File: src/rtl/regfile_pkg.sv
// Shared constants and FSM state type for the register-file scan reader.
package regfile_pkg;

  localparam int REGFILE_ADDR_W = 3;
  localparam int REGFILE_DATA_W = 16;
  localparam int SETTLE_CNT_W   = 4;

  typedef enum logic [1:0] {
    IDLE,
    SETUP,
    HOLD,
    DONE
  } scan_state_t;

endpackage

File: src/rtl/regfile_scan_reader_scan_addr_gen.sv
// R/S read-address counters: R walks 0..2^ADDR_W-1, S tracks R plus a fixed offset.
module scan_addr_gen #(
  parameter int ADDR_W = 3,
  parameter int OFFSET = 4
) (
  input  logic              clk,
  input  logic              reset,
  input  logic              load,
  input  logic              inc,
  output logic [ADDR_W-1:0] r_adr,
  output logic [ADDR_W-1:0] s_adr,
  output logic              last
);

  localparam logic [ADDR_W-1:0] S_START = ADDR_W'(OFFSET % (1 << ADDR_W));

  logic [ADDR_W-1:0] r_adr_q, r_adr_d;
  logic [ADDR_W-1:0] s_adr_q, s_adr_d;

  // Both counters wrap naturally at the address width.
  always_comb begin
    r_adr_d = r_adr_q;
    s_adr_d = s_adr_q;
    if (load) begin
      r_adr_d = '0;
      s_adr_d = S_START;
    end else if (inc) begin
      r_adr_d = r_adr_q + 1'b1;
      s_adr_d = s_adr_q + 1'b1;
    end
  end

  always_ff @(posedge clk or posedge reset) begin
    if (reset) begin
      r_adr_q <= '0;
      s_adr_q <= '0;
    end else begin
      r_adr_q <= r_adr_d;
      s_adr_q <= s_adr_d;
    end
  end

  assign r_adr = r_adr_q;
  assign s_adr = s_adr_q;
  assign last  = &r_adr_q;

endmodule

File: src/rtl/regfile_scan_reader.sv
// Walks every register-file address, captures R/S read data and streams the pairs out.
// Optional running XOR of captured data: define REGFILE_SCAN_CHECKSUM_EN.
module regfile_scan_reader
  import regfile_pkg::*;
#(
  parameter int ADDR_W   = REGFILE_ADDR_W,
  parameter int DATA_W   = REGFILE_DATA_W,
  parameter int S_OFFSET = 4,
  parameter int SETTLE   = 1
) (
  input  logic              clk,
  input  logic              reset,
  input  logic              start,
  output logic [ADDR_W-1:0] R_Adr,
  output logic [ADDR_W-1:0] S_Adr,
  input  logic [DATA_W-1:0] R,
  input  logic [DATA_W-1:0] S,
  output logic              out_valid,
  input  logic              out_ready,
  output logic [ADDR_W-1:0] out_idx,
  output logic [DATA_W-1:0] out_r,
  output logic [DATA_W-1:0] out_s,
  output logic              busy,
  output logic              done
`ifdef REGFILE_SCAN_CHECKSUM_EN
  ,
  output logic [DATA_W-1:0] checksum
`endif
);

  localparam logic [SETTLE_CNT_W-1:0] SETTLE_LOAD = SETTLE_CNT_W'(SETTLE - 1);

  scan_state_t state_q, state_d;

  logic [SETTLE_CNT_W-1:0] cnt_q, cnt_d;
  logic                    out_valid_q, out_valid_d;
  logic [ADDR_W-1:0]       out_idx_q, out_idx_d;
  logic [DATA_W-1:0]       out_r_q, out_r_d;
  logic [DATA_W-1:0]       out_s_q, out_s_d;

  logic addr_load;
  logic addr_inc;
  logic capture;
  logic handshake;
  logic last_entry;

  scan_addr_gen #(
    .ADDR_W (ADDR_W),
    .OFFSET (S_OFFSET)
  ) u_addr_gen (
    .clk   (clk),
    .reset (reset),
    .load  (addr_load),
    .inc   (addr_inc),
    .r_adr (R_Adr),
    .s_adr (S_Adr),
    .last  (last_entry)
  );

  always_ff @(posedge clk or posedge reset) begin
    if (reset) begin
      state_q <= IDLE;
    end else begin
      state_q <= state_d;
    end
  end

  always_comb begin
    state_d = state_q;
    case (state_q)
      IDLE:    if (start) state_d = SETUP;
      SETUP:   if (cnt_q == '0) state_d = HOLD;
      HOLD:    if (out_valid_q && out_ready) state_d = last_entry ? DONE : SETUP;
      DONE:    state_d = IDLE;
      default: state_d = IDLE;
    endcase
  end

  always_comb begin
    busy      = (state_q != IDLE);
    done      = (state_q == DONE);
    handshake = out_valid_q && out_ready;
    addr_load = (state_q == IDLE) && start;
    addr_inc  = (state_q == HOLD) && handshake && !last_entry;
    capture   = (state_q == SETUP) && (cnt_q == '0);
  end

  // Settle counter reloads whenever a new address is presented to the register file.
  always_comb begin
    cnt_d       = cnt_q;
    out_valid_d = out_valid_q;
    out_idx_d   = out_idx_q;
    out_r_d     = out_r_q;
    out_s_d     = out_s_q;
    if (addr_load || addr_inc) begin
      cnt_d = SETTLE_LOAD;
    end else if ((state_q == SETUP) && (cnt_q != '0)) begin
      cnt_d = cnt_q - 1'b1;
    end
    if (capture) begin
      out_valid_d = 1'b1;
      out_idx_d   = R_Adr;
      out_r_d     = R;
      out_s_d     = S;
    end else if (handshake) begin
      out_valid_d = 1'b0;
    end
  end

  always_ff @(posedge clk or posedge reset) begin
    if (reset) begin
      cnt_q       <= '0;
      out_valid_q <= 1'b0;
      out_idx_q   <= '0;
      out_r_q     <= '0;
      out_s_q     <= '0;
    end else begin
      cnt_q       <= cnt_d;
      out_valid_q <= out_valid_d;
      out_idx_q   <= out_idx_d;
      out_r_q     <= out_r_d;
      out_s_q     <= out_s_d;
    end
  end

  assign out_valid = out_valid_q;
  assign out_idx   = out_idx_q;
  assign out_r     = out_r_q;
  assign out_s     = out_s_q;

`ifdef REGFILE_SCAN_CHECKSUM_EN
  logic [DATA_W-1:0] checksum_q, checksum_d;

  always_comb begin
    checksum_d = checksum_q;
    if (addr_load) begin
      checksum_d = '0;
    end else if (capture) begin
      checksum_d = checksum_q ^ R ^ S;
    end
  end

  always_ff @(posedge clk or posedge reset) begin
    if (reset) begin
      checksum_q <= '0;
    end else begin
      checksum_q <= checksum_d;
    end
  end

  assign checksum = checksum_q;
`endif

endmodule
File: config.mk
export PLATFORM = sky130hd
export DESIGN_NAME = regfile_scan_reader
export DESIGN_NICKNAME = d
export VERILOG_FILES = /design/src/rtl/regfile_pkg.sv /design/src/rtl/regfile_scan_reader_scan_addr_gen.sv /design/src/rtl/regfile_scan_reader.sv
export SDC_FILE = /design/constraint.sdc
export NUM_CORES = 1
export LEC_CHECK = 0
export CORE_MARGIN = 2
export CORE_UTILIZATION = 47
export CTS_CLUSTER_SIZE = 10
export DETAILED_ROUTE_END_ITERATION = 7
export GPL_ROUTABILITY_DRIVEN = 0
export PLACE_DENSITY = 0.86
export SYNTH_ARGS = -nofsm -noshare
export SYNTH_HDL_FRONTEND = slang
export SYNTH_SLANG_ARGS = --single-unit
File: constraint.sdc
create_clock -name clk -period 4.1 [get_ports clk]
set_input_delay 0.82 -clock clk [delete_from_list [all_inputs] [get_ports clk]]
set_output_delay 0.82 -clock clk [all_outputs]
set_load 0.03 [all_outputs]
==> metrics.cfg, run 1 <==
[outcome]
outcome = finished, final reports clean

[pwr]
p_int_mw = 1.64
p_comb_share_pct = 56.1
swShare_pct = 38.2
pwr-share-clk_pct = 12.7
vdd_drop_max_uv = 493
power.switching_mw = 1.01
power_leakage_nw = 1.40
seq_power_share_pct = 31.3
power_density_nw_per_um2 = 860

[sta]
fin_ws_ns = 1.56
slew_headroom_pct = 35.6
setup_violations = 0
max_freq_ghz = 0.393
drv_slew = 0
finalHoldViolCount = 0
final.min_clock_period_ns = 2.54
post-route-period-util_pct = 62.0
final.setup.tns_ns = 0
finalClockSkew_ns = 0.00491
grt_setup_unrepaired = false
worst_pin_slew_ns = 0.965

[worst_setup_path]
startpoint_type = flop
crit_arrival_ns = 1.72
crit_required_ns = 3.28
critPathKind = reg -> out
critPathMaxFanout = 13
cp-end-kind = output pin

[cts]
h-tree-depth = 2
cts.clk_slew.worst_paths_ns = 0.09
clock_latency_ns = 0.29
cts_resized = 0
cts_buffers = 5
cts_setup_buffers = 0
cts_root_buf = clkbuf_8
cts-hold-fix-buffers = 0
clock-sinks = 48
cts_tree = yes
clock_path_buffers = 2

[floorplan]
fp-row-count = 24
die-area_um2 = 5180
core_area_um2 = 4410
fp.dieW_um = 72
num_io_pins = 80
initial_core_util_pct = 49.2
die_h_um = 72

[global_routing]
grt-ovfl-total = 0
grt_antenna_before_repair = 0
grt_pass1_wl_mm = 7.02
grt_pass1_vias = 1451
grt_max_degree = 49
grt.total_usage_pct = 17.3

[final_layout]
final_area_um2 = 3080
fillers = 314
regArea_um2 = 1200
final_nets = 271
multi_input_area_um2 = 875
area_growth_pct = 41.6
n_antenna_cell = 0
drive_gt1_share_pct = 21.6

[synth]
avgSynthCellArea_um2 = 14.6
ys_types = 28
ys_seq_area_share_pct = 55.3
synth_nets = 190
syn_inst = 149
syn_area_um2 = 2170
ys_seq_elements = 48
yosysWarningCount = 0

[run]
cap_violations = 0

[detailed_routing]
drt_first_pass_iters = 4
final_antenna_net_count = 0
drc = 0
drt-total-wl_mm = 4.38
via_per_inst = 5.14
drt_iter0_drc = 46
drt-wirelength-per-cell_um = 15.5
dr_total_vias = 1455

[min_path]
min_path_type = reg -> reg

[place]
place_area_um2 = 2970
numPortBuffers = 79
dpl.hpwl_mm = 3.22
preCtsSetupSlack_ns = 1.63

-- cells in the final DEF, fill, tap and decap left out, drive strengths merged --
master / instances
nor3b: 1
o21ai: 11
nor2: 1
or3: 4
nor2b: 1
or2: 1
mux2i: 2
and2b: 1
and4b: 1
or3b: 1
bufinv: 1
nand3: 2
nand2: 7
or4: 2
a21oi: 5
buf: 1
ha: 5
clkinv: 1
clkbuf: 6
a21o: 1
clkdlybuf4s50: 79
nand3b: 4
nand2b: 3
inv: 5
mux2: 35
nand4b: 1
and2: 1
dfrtp: 48
-- cells in the mapped netlist, drive strengths merged --
cell type / number / area [um^2]
a21o: 1 / 7.51
a21oi: 5 / 25.0
and2: 1 / 6.26
and2b: 1 / 8.76
and4b: 1 / 10.0
buf: 4 / 71.3
clkbuf: 2 / 7.51
dfrtp: 48 / 1200
ha: 5 / 62.6
inv: 5 / 18.8
mux2: 35 / 499
mux2i: 2 / 20.0
nand2: 7 / 26.3
nand2b: 3 / 18.8
nand3: 2 / 10.0
nand3b: 4 / 30.0
nand4b: 1 / 8.76
nor2: 1 / 3.75
nor2b: 1 / 6.26
nor3b: 1 / 18.8
o21ai: 11 / 55.1
or2: 1 / 6.26
or3: 4 / 27.5
or3b: 1 / 8.76
or4: 2 / 15.0
-- flip-flops by register name, indices dropped and copies added, names as in the netlist --
name / count
cnt_q: 4
out_idx: 3
out_r: 16
out_s: 16
out_valid: 1
state_q: 2
u_addr_gen.r_adr: 3
u_addr_gen.s_adr: 3
-- worst max-delay path, cell delays in order, from the launching register on --
cell             delay (ns)
dfrtp_1                0.51
or2_2                  0.33
clkdlybuf4s50_1        0.59
-- layout make-up --
cell class / count / area share (%)
Inverter: 5 / 0.610
Sequential cell: 48 / 39.0
Multi-Input combinational cell: 90 / 28.4
Clock buffer: 6 / 2.36
Timing Repair Buffer: 80 / 26.3
Clock inverter: 2 / 1.14
Tap cell: 52 / 2.11
-- cells by family (layout without fill, tap and decap cells) --
family          after synthesis  in the layout  synth area share [%]
compound gates               17             17                  4.03
fa+ha+maj                     5              5                  2.88
buf+inv                      11             93                  4.49
flops                        48             48                  55.3
simple gates                 31             31                  9.44
mux                          37             37                  23.9
-- power groups by stage --
stage	logic (mW)	clock network, mW	registers [mW]
6_report	1.48	0.335	0.828
5_1_grt	1.57	0.360	0.857
4_1_cts	1.50	0.343	0.830
3_5_place_dp	1.50	0	0.836
3_3_place_gp	1.45	0	0.831
2_1_floorplan	0.699	0	1.16
-- per-layer routing --
layer / routed length, um / track usage, % / part of all wire (%)
met2: 1920 / 25.9 / 44
met4: 30 / 3.77 / 0.68
met1: 2080 / 24.9 / 48
met5: 0 / 0 / 0
met3: 353 / 5.69 / 8.1
-- through the flow --
| stage | cells | hold WS [ns] | power (mW) | utilization, % |
|---|---|---|---|---|
| global route | 283 | 0.528 | 2.79 | 69.7 |
| detailed placement | 275 | 0.495 | 2.34 | 67.3 |
| CTS | 283 | 0.518 | 2.67 | 69.7 |
| floorplan | 149 | 0.527 | 1.86 | - |
| global placement | 275 | 0.489 | 2.29 | 67.3 |
| finish | 283 | 0.512 | 2.65 | 69.7 |
-- worst paths after layout --
kind | from | end | slack (ns) | cells past startpoint
worst max-delay path | state_q[0] | busy | 1.56 | 2
worst min-delay path | out_s[10] | out_s[10] | 0.51 | 1
worst max register to register | cnt_q[0] | out_r[5] | 1.65 | 6
worst min register to register | out_s[10] | out_s[10] | 0.51 | 1
max in group asynchronous | reset | out_r[1] | 2.43 | 2
min in group asynchronous | reset | out_r[12] | 1.07 | 2
No activity file was read; power rests on OpenSTA's default activity.
==> run 2, diff against run 1 <==
--- a/config.mk
+++ b/config.mk
@@ -6,11 +6,11 @@
 export NUM_CORES = 1
 export LEC_CHECK = 0
 export CORE_MARGIN = 2
-export CORE_UTILIZATION = 47
+export CORE_UTILIZATION = 40
 export CTS_CLUSTER_SIZE = 10
 export DETAILED_ROUTE_END_ITERATION = 7
 export GPL_ROUTABILITY_DRIVEN = 0
-export PLACE_DENSITY = 0.86
+export PLACE_DENSITY = 0.78
 export SYNTH_ARGS = -nofsm -noshare
 export SYNTH_HDL_FRONTEND = slang
 export SYNTH_SLANG_ARGS = --single-unit
==> constraint.sdc (replaced) <==
create_clock -name clk -period 2.32 [get_ports clk]
set_input_delay 0.464 -clock clk [delete_from_list [all_inputs] [get_ports clk]]
set_output_delay 0.464 -clock clk [all_outputs]
set_load 0.03 [all_outputs]
==> metrics.cfg, run 2 (same netlist as run 1, synthesis figures left out) <==
[pwr]
vdd_drop_max_uv = 654  ; was 493 uV
power_density_nw_per_um2 = 1470  ; was 860 nW/um^2
power_leakage_nw = 1.41  ; was 1.40 nW

[cts]
cts_buffers = 5  ; unchanged
cts_tree = yes  ; unchanged
clock_path_buffers = 2  ; unchanged
cts_resized = 0  ; unchanged
cts.clk_slew.worst_paths_ns = 0.09  ; about the same
h-tree-depth = 2  ; unchanged
clock-sinks = 48  ; unchanged
cts_root_buf = clkbuf_8  ; unchanged
cts-hold-fix-buffers = 0  ; unchanged
clock_latency_ns = 0.29  ; about the same
cts_setup_buffers = 0  ; unchanged

[global_routing]
grt_pass1_vias = 1465  ; was 1,451
grt_max_degree = 38  ; was 49
grt.total_usage_pct = 14.6  ; was 17.3%
grt_pass1_wl_mm = 7.07  ; was 7.02 mm
grt-ovfl-total = 0  ; unchanged
grt_antenna_before_repair = 0  ; unchanged

[detailed_routing]
via_per_inst = 4.75  ; was 5.14
drt-total-wl_mm = 4.24  ; was 4.38 mm
drt_first_pass_iters = 4  ; unchanged
final_antenna_net_count = 0  ; unchanged
drc = 0  ; unchanged
drt_iter0_drc = 66  ; was 46
dr_total_vias = 1436  ; was 1,455
drt-wirelength-per-cell_um = 14.0  ; was 15.5 um

[min_path]
hold_depth = 1  ; unchanged
holdPathEnd = out_s[8]  ; was out_s[10]
hold_start = out_s[8]  ; was out_s[10]
min_path_type = reg -> reg  ; unchanged

[place]
numPortBuffers = 79  ; unchanged
dpl.hpwl_mm = 2.99  ; was 3.22 mm
preCtsSetupSlack_ns = 0.468  ; was 1.63 ns
place_area_um2 = 3010  ; was 2970 um^2

[floorplan]
initial_core_util_pct = 42.0  ; was 49.2%
die-area_um2 = 6040  ; was 5180 um^2
num_io_pins = 80  ; unchanged
fp.dieW_um = 77.7  ; was 72 um
core_area_um2 = 5170  ; was 4410 um^2
fp-row-count = 26  ; was 24
die_h_um = 77.7  ; was 72 um

[sta]
finalClockSkew_ns = 0.00692  ; was 0.00491 ns
drv_slew = 0  ; unchanged
setup_violations = 0  ; unchanged
finalHoldViolCount = 0  ; unchanged
grt_setup_unrepaired = false  ; unchanged
final.min_clock_period_ns = 2.16
hold_slack_ns = 0.509  ; was 0.512 ns
final.setup.tns_ns = 0  ; unchanged
slew_headroom_pct = 61.3  ; was 35.6%
max_freq_ghz = 0.462
post-route-period-util_pct = 93.3
fin_ws_ns = 0.155  ; was 1.56 ns
worst_pin_slew_ns = 0.580  ; was 0.965 ns

[worst_setup_path]
crit_arrival_ns = 1.70  ; was 1.72 ns
critPathMaxFanout = 13  ; unchanged
startpoint_type = flop  ; unchanged
timing.rr.start = cnt_q[0]  ; unchanged
reg2reg_setup_slack_ns = 0.51  ; was 1.65 ns
critPathKind = reg -> out  ; unchanged
r2r-end = out_s[1]  ; was out_r[5]
rr_worst_depth = 6  ; unchanged
cp-end-kind = output pin  ; unchanged
crit_required_ns = 1.86  ; was 3.28 ns

[run]
cap_violations = 0  ; unchanged

[final_layout]
layout_common_cells = 79 x clkdlybuf4s50_1, 48 x dfrtp_1, 28 x mux2_4  ; unchanged
final_area_um2 = 3110  ; was 3080 um^2
drive_gt1_share_pct = 22.4  ; was 21.6%
layout_commonest_cell = clkdlybuf4s50_1  ; unchanged
n_antenna_cell = 0  ; unchanged
final_nets = 272  ; was 271
final_util_pct = 60.0  ; was 69.7%
fillers = 405  ; was 314
area_growth_pct = 42.9  ; was 41.6%

[outcome]
outcome = finished, final reports clean  ; unchanged

run 2: cell count changes in the layout (fill, tap and decap cells not counted):
cell	previous run	this run
clkinv_2	1	2
buf_12	1	2
clkbuf_1	1	0
clkbuf_8	5	6
bufinv_16	1	0
run 2: per-layer routing:
layer | track usage, % | vias to the layer above | share of wire (%) | wire (um)
met5 | 0 | - | 0 | 0
met4 | 3.21 | 0 | 0.40 | 17
met3 | 3.49 | 2 | 5.3 | 225
met2 | 22.7 | 43 | 46 | 1960
met1 | 20.7 | 703 | 48 | 2030
li1 | - | 688 | - | -
run 2: worst max path at each step:
| stage | from | slack, ns | end |
|---|---|---|---|
| 2_1_floorplan | u_addr_gen.r_adr[0] | 0.62 | u_addr_gen.r_adr[0] |
| 3_3_place_gp | state_q[0] | 0.49 | busy |
| 3_5_place_dp | state_q[0] | 0.47 | busy |
| 4_1_cts | state_q[0] | 0.13 | busy |
| 5_1_grt | state_q[0] | 0.09 | busy |
| 6_report | state_q[0] | 0.16 | busy |
run 2: power breakdown:
group,internal (mW),switching (mW)
sequential,1.21,0.244
clock,0.238,0.264
combinational,1.36,1.26
run 2: area by class of cell:
class | instances | area (um^2) | area share [%]
tap | 70 | 87.6 | 2.82
inverter | 5 | 18.8 | 0.604
timing repair buffer | 81 | 831 | 26.8
clock buffer | 6 | 82.6 | 2.66
sequential | 48 | 1200 | 38.7
clock inverter | 2 | 10.0 | 0.322
multi-input combinational | 90 | 875 | 28.2
run 2: metrics by stage:
step	power, mW	std cells
after floorplan	3.29	149
after global placement	4.06	294
after CTS	4.62	302
final	4.57	302
after global routing	4.85	302
after detailed placement	4.11	294
run 2: worst max-delay path, stage by stage (launching register included):
cell	delay [ns]
dfrtp_1	0.50
or2_2	0.32
clkdlybuf4s50_1	0.60
==> run 3, diff against run 2 <==
--- a/config.mk
+++ b/config.mk
@@ -5,12 +5,13 @@
 export SDC_FILE = /design/constraint.sdc
 export NUM_CORES = 1
 export LEC_CHECK = 0
+export CAP_MARGIN = 20
 export CORE_MARGIN = 2
 export CORE_UTILIZATION = 40
 export CTS_CLUSTER_SIZE = 10
 export DETAILED_ROUTE_END_ITERATION = 7
 export GPL_ROUTABILITY_DRIVEN = 0
-export PLACE_DENSITY = 0.78
+export PLACE_DENSITY = 0.76
 export SYNTH_ARGS = -nofsm -noshare
 export SYNTH_HDL_FRONTEND = slang
 export SYNTH_SLANG_ARGS = --single-unit
==> metrics.cfg, run 3 (same netlist as run 1, synthesis figures left out) <==
[place]
dp.cells = 295  ; was 294
numPortBuffers = 79  ; unchanged
dpl.hpwl_mm = 3.00  ; was 2.99 mm

[global_routing]
grt_max_degree = 32  ; was 38
grt.total_usage_pct = 14.6  ; about the same
grt_pass1_vias = 1408  ; was 1,465
grt-ovfl-total = 0  ; unchanged
grt_pass1_wl_mm = 7.03  ; was 7.07 mm
grt_antenna_before_repair = 0  ; unchanged

[outcome]
outcome = finished, final reports clean  ; unchanged

[worst_setup_path]
worstPathCellList = or2_2 > clkdlybuf4s50_1  ; unchanged
startpoint_type = flop  ; unchanged
slowest_delay_ns = 0.59  ; was 0.60 ns
cp-end-kind = output pin  ; unchanged
reg2reg_setup_slack_ns = 0.44  ; was 0.51 ns
critical_path_buf_inv_count = 1  ; unchanged
crit_arrival_ns = 1.71  ; was 1.70 ns
critPathMaxFanout = 13  ; unchanged
rr_worst_depth = 6  ; unchanged
crit_cells = 2  ; unchanged
crit_family = buffers and inverters  ; unchanged
timing.rr.start = cnt_q[0]  ; unchanged
r2r-end = out_s[3]  ; was out_s[1]
critPathKind = reg -> out  ; unchanged
crit_required_ns = 1.86  ; about the same
cp_slowest_cell = clkdlybuf4s50_1  ; unchanged

[final_layout]
final_nets = 273  ; was 272
area_growth_pct = 42.4  ; was 42.9%
layout_common_cells = 79 x clkdlybuf4s50_1, 48 x dfrtp_1, 28 x mux2_4  ; unchanged
stdcell_count = 303  ; was 302
layout_commonest_cell = clkdlybuf4s50_1  ; unchanged
drive_gt1_share_pct = 22.7  ; was 22.4%
fillers = 402  ; was 405
n_antenna_cell = 0  ; unchanged

[pwr]
power_mw = 4.55  ; was 4.57 mW
vdd_drop_max_uv = 677  ; was 654 uV
power_leakage_nw = 1.40  ; was 1.41 nW
power_density_nw_per_um2 = 1470  ; about the same

[cts]
cts_setup_buffers = 0  ; unchanged
cts_resized = 0  ; unchanged
cts_root_buf = clkbuf_8  ; unchanged
clock-sinks = 48  ; unchanged
cts.clk_slew.worst_paths_ns = 0.09  ; about the same
cts_tree = yes  ; unchanged
cts-hold-fix-buffers = 0  ; unchanged
cts_buffers = 5  ; unchanged
clock_latency_ns = 0.29  ; about the same
h-tree-depth = 2  ; unchanged
clock_path_buffers = 2  ; unchanged

[floorplan]
die-area_um2 = 6040  ; unchanged
initial_core_util_pct = 42.0  ; unchanged
num_io_pins = 80  ; unchanged
die_h_um = 77.7  ; unchanged
core_area_um2 = 5170  ; unchanged
fp.dieW_um = 77.7  ; unchanged
fp-row-count = 26  ; unchanged

[detailed_routing]
drc = 0  ; unchanged
drt_iter0_drc = 85  ; was 66
dr_total_vias = 1427  ; was 1,436
drt_first_pass_iters = 4  ; unchanged
final_antenna_net_count = 0  ; unchanged
drt-wirelength-per-cell_um = 14.1  ; was 14.0 um
via_per_inst = 4.71  ; was 4.75
drt-total-wl_mm = 4.26  ; was 4.24 mm

[sta]
post-route-period-util_pct = 93.7  ; was 93.3%
drv_slew = 0  ; unchanged
slew_headroom_pct = 72.3  ; was 61.3%
final.min_clock_period_ns = 2.17  ; was 2.16 ns
final.setup.tns_ns = 0  ; unchanged
max_freq_ghz = 0.460  ; was 0.462 GHz
setup_violations = 0  ; unchanged
finalHoldViolCount = 0  ; unchanged
worst_pin_slew_ns = 0.416  ; was 0.580 ns
grt_setup_unrepaired = false  ; unchanged
finalClockSkew_ns = 0.00652  ; was 0.00692 ns

[run]
cap_violations = 0  ; unchanged

[min_path]
min_path_type = in -> async  ; was reg -> reg

-- run 3: changes by cell type in the layout (fill, tap and decap cells not counted) --
| cell | before | now |
|---|---|---|
| clkinv_4 | 0 | 1 |
| buf_4 | 0 | 2 |
| clkbuf_8 | 6 | 5 |
| buf_12 | 2 | 1 |
-- run 3: stage by stage --
stage / setup WS, ns / cell area [um^2] / util [%] / hold slack (ns)
2_1_floorplan: 0.624 / 2170 / - / 0.527
3_3_place_gp: 0.495 / 3010 / 58.2 / 0.487
3_5_place_dp: 0.457 / 3010 / 58.2 / 0.491
4_1_cts: 0.121 / 3100 / 59.8 / 0.492
5_1_grt: 0.0739 / 3100 / 59.8 / 0.505
6_report: 0.147 / 3100 / 59.8 / 0.479
-- run 3: area by class of cell --
cell class                 instances  area, um^2  area share (%)
clock buffer                       5        68.8            2.22
tap                               70        87.6            2.83
sequential                        48        1200            38.8
inverter                           5        18.8           0.606
clock inverter                     3        18.8           0.606
timing repair buffer              82         826            26.7
multi-input combinational         90         875            28.3
-- run 3: worst max-delay path by stage --
stage / slack [ns] / end / start
CTS: 0.12 / busy / state_q[0]
detailed placement: 0.46 / busy / state_q[0]
floorplan: 0.62 / u_addr_gen.r_adr[0] / u_addr_gen.r_adr[0]
global placement: 0.50 / out_r[2] / cnt_q[0]
finish: 0.15 / busy / state_q[0]
global route: 0.07 / busy / state_q[0]
-- run 3: power breakdown --
group / switching [mW] / internal, mW
Sequential: 0.243 / 1.21
Combinational: 1.27 / 1.35
Clock: 0.274 / 0.210
-- run 3: metal layers --
metal / track usage (%) / part of all wire [%] / wire length, um / vias up
met5: 0 / 0 / 0 / -
li1: - / - / - / 685
met2: 22.3 / 46 / 1970 / 41
met4: 5.36 / 1.1 / 46 / 0
met3: 3.14 / 5.0 / 214 / 5
met1: 20.5 / 48 / 2040 / 696
